$ cat src/rtl/glyph_upc_decoder.sv
// Recovers the 3-bit item UPC from a stream of six active-low 7-segment glyphs.
// The result is held until it is acknowledged; a partial frame is dropped after an idle gap.
module glyph_upc_decoder #(
    parameter int unsigned TIMEOUT = 15
) (
    input  logic       clk,
    input  logic       reset_n,
    input  logic [6:0] GLYPH,
    input  logic       glyph_valid,
    output logic       glyph_ready,
    output logic [2:0] UPC,
    output logic       upc_valid,
    output logic       upc_err,
    input  logic       upc_ack,
    output logic       frame_drop
);

    typedef enum logic {
        ST_COLLECT = 1'b0,
        ST_RESULT  = 1'b1
    } state_t;

    localparam logic [7:0] TIMEOUT_C = 8'(TIMEOUT);

    // Item rows are stored DU0 in the most significant slice so the literals read left to right.
    function automatic logic [41:0] item_row(input logic [2:0] item);
        logic [41:0] row;
        case (item)
            3'd0:    row = {7'b1000110, 7'b1000000, 7'b0001110, 7'b0001110, 7'b0000110, 7'b0000110};
            3'd1:    row = {7'b0001001, 7'b1000001, 7'b0000011, 7'b1000110, 7'b0001000, 7'b0001100};
            3'd2:    row = {7'b1000110, 7'b0001000, 7'b1001000, 7'b0100001, 7'b1000111, 7'b0000110};
            3'd3:    row = {7'b0001100, 7'b1000000, 7'b0001100, 7'b1111111, 7'b1000110, 7'b0100001};
            3'd4:    row = {7'b0001100, 7'b0001001, 7'b1000000, 7'b1001000, 7'b0000110, 7'b1111111};
            3'd5:    row = {7'b0000011, 7'b0000110, 7'b0100001, 7'b0001100, 7'b0001000, 7'b1001000};
            default: row = 42'd0;
        endcase
        return row;
    endfunction

    function automatic logic [6:0] glyph_at(input logic [2:0] item, input logic [2:0] pos);
        logic [41:0] row;
        logic [6:0]  g;
        row = item_row(item);
        case (pos)
            3'd0:    g = row[41:35];
            3'd1:    g = row[34:28];
            3'd2:    g = row[27:21];
            3'd3:    g = row[20:14];
            3'd4:    g = row[13:7];
            3'd5:    g = row[6:0];
            default: g = 7'b0000000;
        endcase
        return g;
    endfunction

    state_t      state_q;
    logic [2:0]  pos_q;
    logic [5:0]  mask_q;
    logic [7:0]  idle_q;
    logic        glyph_ready_q;
    logic [2:0]  upc_q;
    logic        upc_valid_q;
    logic        upc_err_q;
    logic        frame_drop_q;

    logic        accept_s;
    logic [5:0]  match_s;
    logic [5:0]  mask_d;
    logic [7:0]  idle_inc_s;
    logic [2:0]  res_code_s;
    logic        res_err_s;

    assign accept_s   = glyph_valid && glyph_ready_q;
    assign idle_inc_s = idle_q + 8'd1;

    // Compare the offered glyph against every item at the current position.
    always_comb begin
        match_s = 6'd0;
        for (int i = 0; i < 6; i++) begin
            match_s[i] = (GLYPH == glyph_at(3'(i), pos_q));
        end
        mask_d = mask_q & match_s;
    end

    // Map the surviving candidate to its item code; no survivor means error.
    always_comb begin
        res_code_s = 3'b000;
        res_err_s  = 1'b0;
        case (mask_d)
            6'b000001: res_code_s = 3'b000;
            6'b000010: res_code_s = 3'b001;
            6'b000100: res_code_s = 3'b011;
            6'b001000: res_code_s = 3'b100;
            6'b010000: res_code_s = 3'b101;
            6'b100000: res_code_s = 3'b110;
            default:   res_err_s  = 1'b1;
        endcase
    end

    // Frame collection, result hold and idle-timeout FSM.
    always_ff @(posedge clk or negedge reset_n) begin
        if (!reset_n) begin
            state_q       <= ST_COLLECT;
            pos_q         <= 3'd0;
            mask_q        <= 6'b111111;
            idle_q        <= 8'd0;
            glyph_ready_q <= 1'b1;
            upc_q         <= 3'b000;
            upc_valid_q   <= 1'b0;
            upc_err_q     <= 1'b0;
            frame_drop_q  <= 1'b0;
        end else begin
            frame_drop_q <= 1'b0;
            case (state_q)
                ST_COLLECT: begin
                    if (accept_s) begin
                        idle_q <= 8'd0;
                        mask_q <= mask_d;
                        if (pos_q == 3'd5) begin
                            state_q       <= ST_RESULT;
                            glyph_ready_q <= 1'b0;
                            upc_valid_q   <= 1'b1;
                            upc_q         <= res_code_s;
                            upc_err_q     <= res_err_s;
                        end else begin
                            pos_q <= pos_q + 3'd1;
                        end
                    end else if (pos_q != 3'd0) begin
                        if (idle_inc_s == TIMEOUT_C) begin
                            pos_q        <= 3'd0;
                            mask_q       <= 6'b111111;
                            idle_q       <= 8'd0;
                            frame_drop_q <= 1'b1;
                        end else begin
                            idle_q <= idle_inc_s;
                        end
                    end else begin
                        idle_q <= 8'd0;
                    end
                end
                ST_RESULT: begin
                    if (upc_ack) begin
                        state_q       <= ST_COLLECT;
                        pos_q         <= 3'd0;
                        mask_q        <= 6'b111111;
                        idle_q        <= 8'd0;
                        glyph_ready_q <= 1'b1;
                        upc_q         <= 3'b000;
                        upc_valid_q   <= 1'b0;
                        upc_err_q     <= 1'b0;
                    end else begin
                        upc_valid_q <= 1'b1;
                    end
                end
                default: begin
                    state_q       <= ST_COLLECT;
                    pos_q         <= 3'd0;
                    mask_q        <= 6'b111111;
                    idle_q        <= 8'd0;
                    glyph_ready_q <= 1'b1;
                    upc_q         <= 3'b000;
                    upc_valid_q   <= 1'b0;
                    upc_err_q     <= 1'b0;
                end
            endcase
        end
    end

    assign glyph_ready = glyph_ready_q;
    assign UPC         = upc_q;
    assign upc_valid   = upc_valid_q;
    assign upc_err     = upc_err_q;
    assign frame_drop  = frame_drop_q;

endmodule

$ cat config.mk
export PLATFORM = sky130hd
export DESIGN_NAME = glyph_upc_decoder
export DESIGN_NICKNAME = d
export VERILOG_FILES = /design/src/rtl/glyph_upc_decoder.sv
export SDC_FILE = /design/constraint.sdc
export NUM_CORES = 1
export LEC_CHECK = 0
export ABC_CLOCK_PERIOD_IN_PS = 3300
export CORE_UTILIZATION = 58
export CTS_CLUSTER_SIZE = 8
export DETAILED_ROUTE_END_ITERATION = 8
export PLACE_DENSITY_LB_ADDON = 0.05
export SYNTH_ARGS = -nofsm -noshare
export SYNTH_HDL_FRONTEND = slang
export SYNTH_SLANG_ARGS = --single-unit
$ cat constraint.sdc
create_clock -name clk -period 3.3 [get_ports clk]
set_input_delay 0.66 -clock clk [delete_from_list [all_inputs] [get_ports clk]]
set_output_delay 0.66 -clock clk [all_outputs]
set_load 0.005 [all_outputs]
======== After elaboration in Yosys (flattened, before gate mapping) ========
Index checks and enable logic that the tools add are counted.
storage, ports and cells
  bits of input ports ..................... 11
  output and inout port bits .............. 7
  bits in registers ....................... 25
cells by class
  mux-type cells .......................... 46
  bitwise gates (word level) .............. 2
  eq/ne operators ......................... 24
  add/subtract/negate cells ............... 2
  reductions and logical operators ........ 11
operators by type and width
  cell                   number
  $pmux W7 S6            4
  $eq A7 B7 Y1           6
  $pmux W7 S5            1
  $mux W8                4
  $pmux W7 S4            1
  $mux W6                4
  $mux W3                7
  $mux W1                16
  $pmux W8 S2            1
  $pmux W3 S5            1
  $pmux W3 S2            2
  $pmux W6 S2            1
  $ne A3 B3 Y1 const B   3
  $add A8 B1 Y8 const B  1
  $eq A8 B4 Y1 const B   1
  $pmux W1 S2            4
  $and A6 B6 Y6          1
  $eq A3 B2 Y1 const B   2
  $eq A3 B3 Y1 const B   2
  $eq A6 B1 Y1 const B   1
  $eq A6 B2 Y1 const B   1
  $eq A6 B3 Y1 const B   1
  $eq A6 B4 Y1 const B   1
  $eq A6 B5 Y1 const B   1
  other kinds (13)       18

======== Depth between registers and ports, before layout ========
Gate-level depths: netlist of the first run.
  word-level depth ........................ 11
  mapped depth ............................ 11
  depth with buffers taken out ............ 9

======== Worst setup path after synthesis of the first run ========
No wires, ideal clock.
  path kind ............................... register to register
  start ................................... register pos_q[0]
  end ..................................... register upc_err_q (netlist: upc_err)
  required time ........................... 3,179 ps
  cell stages (with the launch flop) ...... 10
  path buffers ............................ 1
  arrival ................................. 2,610 ps
  path slack .............................. 569 ps
  path through ............................ dfrtp_1 > ha_1 > ha_1 > clkbuf_1 > nor2_1 > a221o_1 > xnor2_1 > a2111o_1 > mux2_2 > o22a_1
on the way
  longest elaborated chain between the ends .. 11
  elaborated cells between the ends (all ways) .. 35
  those cells by class .................... 18 x eq/ne; 10 x mux; 1 x bitwise; 6 x reduce/logical
ends and longest elaborated chain
  element                                            line  source
  start, declared                                    57    logic [2:0] pos_q;
  start signal, assigned                             126   pos_q <= pos_q + 3'd1;
  $eq A3 B2 Y1, or another cell as far along         44    case (pos)
  $reduce_or A2 Y1 (no source line)                  n/a
  $pmux W7 S5 / $pmux W7 S4 (equally long branches)  44
  $eq A7 B7 Y1                                       80    match_s[i] = (GLYPH == glyph_at(3'(i), pos_q));
  $and A6 B6 Y6                                      82    mask_d = mask_q & match_s;
  $eq A6 B6 Y1, or another cell as far along         89    case (mask_d)
  $reduce_or A6 Y1 (no source line)                  n/a
  $mux W1                                            89
  $mux W1                                            119   if (pos_q == 3'd5) begin
  $mux W1                                            116   if (accept_s) begin
  $pmux W1 S2                                        114   case (state_q)
  end signal, assigned                               124   upc_err_q <= res_err_s;
  end, declared                                      63    logic upc_err_q;
Several ways; a longest one is shown, not always the timed one. The select of a mux whose other input is x is not followed.
A chain may end at the register's enable or synchronous reset.

======== Worst setup path after layout of the first run ========
  start ................................... register pos_q[0]
  end ..................................... register upc_q[0] (netlist: UPC[0])
on the way
  longest elaborated chain between the ends .. 10
  elaborated cells between the ends (all ways) .. 33
  those cells by class .................... 17 x eq/ne; 10 x mux; 1 x bitwise; 5 x reduce/logical
ends and longest elaborated chain
  element                                            line  source
  $eq A3 B2 Y1, or another cell as far along         44
  $reduce_or A2 Y1 (no source line)                  n/a
  $pmux W7 S5 / $pmux W7 S4 (equally long branches)  44
  $eq A7 B7 Y1                                       80
  $and A6 B6 Y6                                      82
  $eq A6 B6 Y1, or another cell as far along         89
  $pmux W3 S5                                        89
  $mux W3                                            119
  $mux W3                                            116
  $pmux W3 S2                                        114
  end signal, assigned                               123   upc_q <= res_code_s;
  end, declared                                      61    logic [2:0] upc_q;
Several ways; a longest one is shown, not always the timed one. The select of a mux whose other input is x is not followed.

==> summary.md, run 1 <==
| Metric | Value |
|---|---|
| Antenna cell count | 0 |
| Num CTS Buffers | 3 |
| DRC viols | 0 |
| Post-Syn Nets | 277 |
| Vias in the first global route | 1733 |
| Outcome | complete, no violations |
| Placed insts | 316 |
| CTS root buffer | clkbuf_4 |
| Total GRT Usage | 0.284 |
| Synth area leader | dfrtp_1 |
| Synth top area share | 0.216 |
| Row count | 21 |
| Drt pass-1 iters | 4 |
| 1st-iter DRT viols | 293 |
| Clock H-tree levels | 1 |
| CTS tree | done |
| GRT Residual Overflow | 0 |
| Yosys reg bits | 25 |
| Hold Path Class | register to register |
| Max FO, Critical Path | 12 |
| Clk_lat worst skew | 0.31 ns |
| Relative slew slack | 0.404 |
| Synth unique cells | 56 |
| Worst clock skew | 0.0100 ns |
| Unrepaired setup endpoints after global routing | no |
| Final hold vios | 0 |
| CTS Buffer Depth | 2 |
| Avg Inst Size Synth | 8.03 um2 |
| Number of nets still failing antenna checks after routing | 0 |
| Final Net Count | 293 |
| Utilization after layout | 0.689 |
| Startpoint types | register |
| Layout cells sized above 1 | 0.0949 |
| FMAX | 335 MHz |
| Tmin final | 2.98 ns |
| DIE HEIGHT | 61.9 um |
| Die area | 0.00383 mm2 |
| IO Pins | 18 |
| Drt wl/cell | 15.3 um |
| First-pass GRT wire length | 8110 um |
| Cts hold-fix bufs | 0 |
| Ys async rst share | 1.00 |
| Post-CTS Setup Repair Bufs | 0 |
| Crit end category | register |
| Worst slack, placed | 0.331 ns |
| CTS Sinks | 25 |
| Setup CP Type | register to register |
| Worst VDD drop | 156 uV |
| Vias after detailed routing | 1979 |
| DIE WIDTH | 61.9 um |
| Period Utilization, post-route | 0.904 |
| HPWL after DPL | 3660 um |
| # setup viols final | 0 |
| Ys Warns | 0 |
| Post-CTS sizing | 0 |
| Power per Cell Area | 218 mW/mm2 |
| Worst EP arrival | 3.19 ns |
| Post-DP Area | 0.00231 mm2 |
| Starting Density | 0.614 |
| Cell area after synthesis | 0.00208 mm2 |
| Post-Layout Cell Count | 320 |
| Pin count of the biggest net entering global routing | 26 |
| Sequential fraction of the synthesis area | 0.305 |
| Total core area | 0.00339 mm2 |
| Final instance area | 0.00233 mm2 |
| TNS Setup | 0 ns |
| Worst-Margin Slew | 0.891 ns |
| CTS clk-pin slew, worst paths | 0.14 ns |
| Vias per inst | 6.18 |
| Initial antenna violation count | 0 |
| Setup slack after layout | 0.318 ns |
| Post-synth EDFFs | 0 |
| Req. time, crit path | 3.51 ns |
| Total of max-cap violations | 0 |
| IO Port Bufs | 17 |
| Synth area leaders | dfrtp_1 (22%), dfstp_2 (8.8%), o21ai_0 (5.8%) |
| Cells after Synth | 259 |
| Placer Congestion | 0.957 |
| Final WL | 4900 um |
| Synth Flop Type | dfrtp_1 |
| Leak | 0.916 nW |
| Final slew viol count | 0 |
| Area Overhead vs Synth | 12.2% |
==> flip-flops by register name (all words and copies together) (netlist names) <==
name         flops
glyph_ready      1
upc_valid        1
idle_q           8
state_q          1
pos_q            3
UPC              3
upc_err          1
mask_q           6
frame_drop       1
==> area by class of cell <==
class / count / area, um2
clock buffers: 4 / 26.3
repair buffers: 27 / 245
fillers: 293 / 1050
multi-input cells: 208 / 1330
inverters: 10 / 37.5
flip-flops and latches: 25 / 634
well taps: 46 / 57.6
==> kinds of logic after synthesis <==
family / after synthesis / share of synthesized area
buffers and inverters: 26 / 0.0541
XOR/XNOR: 16 / 0.0674
flip-flops: 25 / 0.305
multiplexers: 6 / 0.0307
AND/OR/NAND/NOR: 96 / 0.227
AO/OA/AOI/OAI: 83 / 0.274
adder cells (fa/ha/maj): 7 / 0.0421
==> cells in the final DEF, fill, tap and decap left out, drive strengths merged, types with 4 or more instances in the layout <==
master,count
nor2b,9
clkdlybuf4s50,17
o22a,4
nand3,7
ha,7
nand2b,9
nand2,27
o21ai,25
a21oi,15
a211oi,4
xor2,7
xnor2,9
nor2,22
o31ai,4
dfrtp,18
a31oi,4
buf,10
nand4,4
nor3,4
inv,10
clkbuf,4
dfstp,7
==> per-stage QoR <==
stage	hold WS [ns]	total power, mW
after global placement	0.478	0.377
final	0.498	0.509
after global routing	0.532	0.528
after CTS	0.502	0.510
after floorplan	0.364	0.348
after detailed placement	0.480	0.377
==> Yosys cell counts, types with 9 or more instances <==
library cell   n
dfrtp_1       18
a21oi_1       15
nor2b_1        9
xnor2_1        9
inv_1         10
clkbuf_1      11
o21ai_0       24
nand2_1       27
nand2b_1       9
nor2_1        22
==> worst max-delay path, stage by stage, from the launching register on <==
cell and delay, ns:
dfrtp_1 0.53, inv_1 0.15, ha_1 0.42, or4b_1 0.47, a21oi_1 0.16, o21ai_1 0.13, a2111oi_4 0.43, xor2_1 0.22
mux2i_1 0.10, a32o_1 0.26
==> final timing paths <==
kind | start | to | slack [ns] | cells past startpoint
worst min register to register | glyph_ready$_DFFE_PN1P_ | glyph_ready$_DFFE_PN1P_ | 0.50 | 2
worst max-delay path | pos_q[0]$_DFFE_PN0P_ | UPC[0]$_DFFE_PN0P_ | 0.32 | 9
worst max register to register | pos_q[0]$_DFFE_PN0P_ | UPC[0]$_DFFE_PN0P_ | 0.32 | 9
min in group asynchronous | reset_n | idle_q[0]$_DFFE_PN0P_ | 0.83 | 1
max in group asynchronous | reset_n | mask_q[1]$_DFFE_PN1P_ | 1.75 | 2
worst min-delay path | glyph_ready$_DFFE_PN1P_ | glyph_ready$_DFFE_PN1P_ | 0.50 | 2
==> routing by layer <==
layer	up-vias	track usage	part of all wire
met5	-	0	0
li1	976	-	-
met3	12	0.0476	0.043
met2	55	0.410	0.44
met4	0	0.0825	0.018
met1	936	0.434	0.50
==> where the power goes <==
group	internal (mW)	switching, mW
registers	0.307	0
logic	0.0291	0.0370
clock network	0.0472	0.0889
Power figures use the tool's default switching activity.
==> run 2: changes to the inputs <==
--- a/config.mk
+++ b/config.mk
@@ -6,6 +6,7 @@
 export NUM_CORES = 1
 export LEC_CHECK = 0
 export ABC_CLOCK_PERIOD_IN_PS = 3300
+export CAP_MARGIN = 30
 export CORE_UTILIZATION = 58
 export CTS_CLUSTER_SIZE = 8
 export DETAILED_ROUTE_END_ITERATION = 8
==> results of run 2 <==
The final DEF is identical to that of run 1; final timing and power are the same.
==> run 3: changes to the inputs <==
--- a/config.mk
+++ b/config.mk
@@ -5,9 +5,10 @@
 export SDC_FILE = /design/constraint.sdc
 export NUM_CORES = 1
 export LEC_CHECK = 0
+export ABC_AREA = 1
 export ABC_CLOCK_PERIOD_IN_PS = 3300
 export CAP_MARGIN = 30
-export CORE_UTILIZATION = 58
+export CORE_UTILIZATION = 55
 export CTS_CLUSTER_SIZE = 8
 export DETAILED_ROUTE_END_ITERATION = 8
 export PLACE_DENSITY_LB_ADDON = 0.05
==> run 3 against run 2 <==
Sequential cell count stayed put. Via count is 18% higher. Clock-buffer cell count stayed put. Setup slack better by 0.33 ns. Clock skew is 0.0022 ns higher. Area after synthesis is 6.1% higher. Sequential share of layout area is 1.5 points lower. Critical endpoint is now UPC[2]$_DFFE_PN0P_.
==> summary.md, run 3 <==
| Metric | Value |
|---|---|
| Unrepaired setup endpoints after global routing | no |
| Req. time, crit path | 3.46 ns |
| Sequential fraction of the synthesis area | 0.287 |
| Crit end category | register |
| DIE WIDTH | 65.3 um |
| Worst VDD drop | 187 uV |
| IO Port Bufs | 17 |
| Clock H-tree levels | 1 |
| Most common cell after layout, fill and taps aside | nand2_1 |
| CTS clk-pin slew, worst paths | 0.09 ns |
| Die area | 0.00427 mm2 |
| CTS Sinks | 25 |
| Initial antenna violation count | 0 |
| HPWL after DPL | 4600 um |
| Synth unique cells | 31 |
| IO Pins | 18 |
| Total core area | 0.00374 mm2 |
| Relative slew slack | 0.714 |
| Hold Path Class | register to register |
| Post-CTS Setup Repair Bufs | 0 |
| Period Utilization, post-route | 0.803 |
| Post-CTS sizing | 0 |
| Cts hold-fix bufs | 0 |
| Post-Syn Nets | 378 |
| Num CTS Buffers | 3 |
| GRT Residual Overflow | 0 |
| Vias after detailed routing | 2332 |
| Synth area leader | dfrtp_1 |
| Most flop-heavy register | idle_q |
| Total power | 833 uW |
| Outcome | complete, no violations |
| Setup CP Type | register to register |
| Clk_lat worst skew | 0.27 ns |
| Row count | 22 |
| CTS tree | done |
| Yosys reg bits | 25 |
| Commonest cells in the netlist | nand2_1 (120), inv_1 (43), nand3_1 (43), nor2_1 (41) |
| Starting Density | 0.590 |
| Layout cells sized above 1 | 0.0796 |
| DIE HEIGHT | 65.3 um |
| Max FFs per register | 8 |
| FMAX | 377 MHz |
| 1st-iter DRT viols | 232 |
| Post-synth EDFFs | 0 |
| Startpoint types | register |
| Max FO, Critical Path | 9 |
| Ys Warns | 0 |
| Commonest cells after routing, fill and taps aside | nand2_1 (120), inv_1 (43), nand3_1 (43) |
| # setup viols final | 0 |
| Final WL | 5960 um |
| CTS root buffer | clkbuf_8 |
| Final Net Count | 396 |
| Worst clock skew | 0.0122 ns |
| Vias per inst | 5.49 |
| Antenna cell count | 0 |
| Total of max-cap violations | 0 |
| Cell area after synthesis | 0.00221 mm2 |
| Avg Inst Size Synth | 6.13 um2 |
| Total GRT Usage | 0.309 |
| Worst-Margin Slew | 0.430 ns |
| Leak | 1.29 nW |
| Final slew viol count | 0 |
| DRC viols | 0 |
| Worst EP arrival | 2.81 ns |
| Synth top area share | 0.204 |
| Synth area leaders | dfrtp_1 (20%), nand2_1 (20%), nand3_1 (9.8%) |
| Area Overhead vs Synth | 12.0% |
| Pin count of the biggest net entering global routing | 23 |
| First-pass GRT wire length | 10100 um |
| Placer Congestion | 1.04 |
| Cells after Synth | 360 |
| Tmin final | 2.65 ns |
| TNS Setup | 0 ns |
| Ys async rst share | 1.00 |
| Drt wl/cell | 14.0 um |
| Number of nets still failing antenna checks after routing | 0 |
| Vias in the first global route | 2158 |
| CTS Buffer Depth | 2 |
| Biggest regs | idle_q (8), mask_q (6) |
| Power per Cell Area | 337 mW/mm2 |
| Synth Flop Type | dfrtp_1 |
| Cell with the most instances after synthesis | nand2_1 |
| Final hold vios | 0 |
| Drt pass-1 iters | 5 |
[run 3: worst paths after layout]
path / start / slack [ns] / endpoint / cells past startpoint
setup / recovery: pos_q[0]$_DFFE_PN0P_ / 0.65 / UPC[2]$_DFFE_PN0P_ / 16
hold / removal: UPC[2]$_DFFE_PN0P_ / 0.48 / UPC[2]$_DFFE_PN0P_ / 2
setup reg to reg: pos_q[0]$_DFFE_PN0P_ / 0.65 / UPC[2]$_DFFE_PN0P_ / 16
hold reg to reg: UPC[2]$_DFFE_PN0P_ / 0.48 / UPC[2]$_DFFE_PN0P_ / 2
max in group asynchronous: reset_n / 1.96 / mask_q[2]$_DFFE_PN1P_ / 3
min in group asynchronous: reset_n / 0.66 / idle_q[6]$_DFFE_PN0P_ / 1
[run 3: final cells by class]
cell class	count	area [um2]
multi-input cells	278	1330
fillers	369	1270
flip-flops and latches	25	634
repair buffers	22	215
inverters	48	183
well taps	48	60.1
clock buffers	4	45.0
[run 3: per-layer routing]
layer | up-vias | global-route usage | wire [um]
li1 | 1174 | - | -
met5 | - | 0 | 0
met4 | 0 | 0.128 | 138
met1 | 1030 | 0.422 | 2600
met3 | 14 | 0.0208 | 407
met2 | 114 | 0.504 | 2820
[run 3: cell families after synthesis]
| group | count (synthesis) | share of synthesized area |
|---|---|---|
| AO/OA/AOI/OAI | 42 | 0.103 |
| XOR/XNOR | 9 | 0.0357 |
| adder cells (fa/ha/maj) | 7 | 0.0397 |
| buffers and inverters | 57 | 0.108 |
| flip-flops | 25 | 0.287 |
| AND/OR/NAND/NOR | 220 | 0.426 |
[run 3: per-stage QoR]
stage	worst slack [ns]	util	cells	hold WS [ns]	cell area [um2]
after floorplan	1.19	-	360	0.364	2210
after global placement	0.588	0.644	420	0.462	2410
after detailed placement	0.552	0.644	420	0.465	2410
after CTS	0.697	0.656	424	0.487	2460
after global routing	0.396	0.660	425	0.507	2470
final	0.651	0.660	425	0.481	2470
[run 3: worst max-delay path, stage by stage, from the launching register on]
cell,delay (ns)
dfrtp_1,0.50
ha_1,0.27
ha_1,0.27
inv_2,0.22
nand2_1,0.15
nor2_1,0.14
nand2_1,0.08
nand3_1,0.08
nand2_1,0.05
nor2_1,0.09
nand2_1,0.19
nand3_2,0.17
nor2_1,0.05
nor2_1,0.12
nand2_1,0.07
nand2_1,0.06
nand2_1,0.04
[run 3: power by group]
part | switching [mW] | leakage (nW) | internal (mW)
sequential | 0.0261 | 0.321 | 0.345
combinational | 0.181 | 0.943 | 0.0992
clock | 0.0960 | 0.0228 | 0.0864
total | 0.303 | 1.29 | 0.530
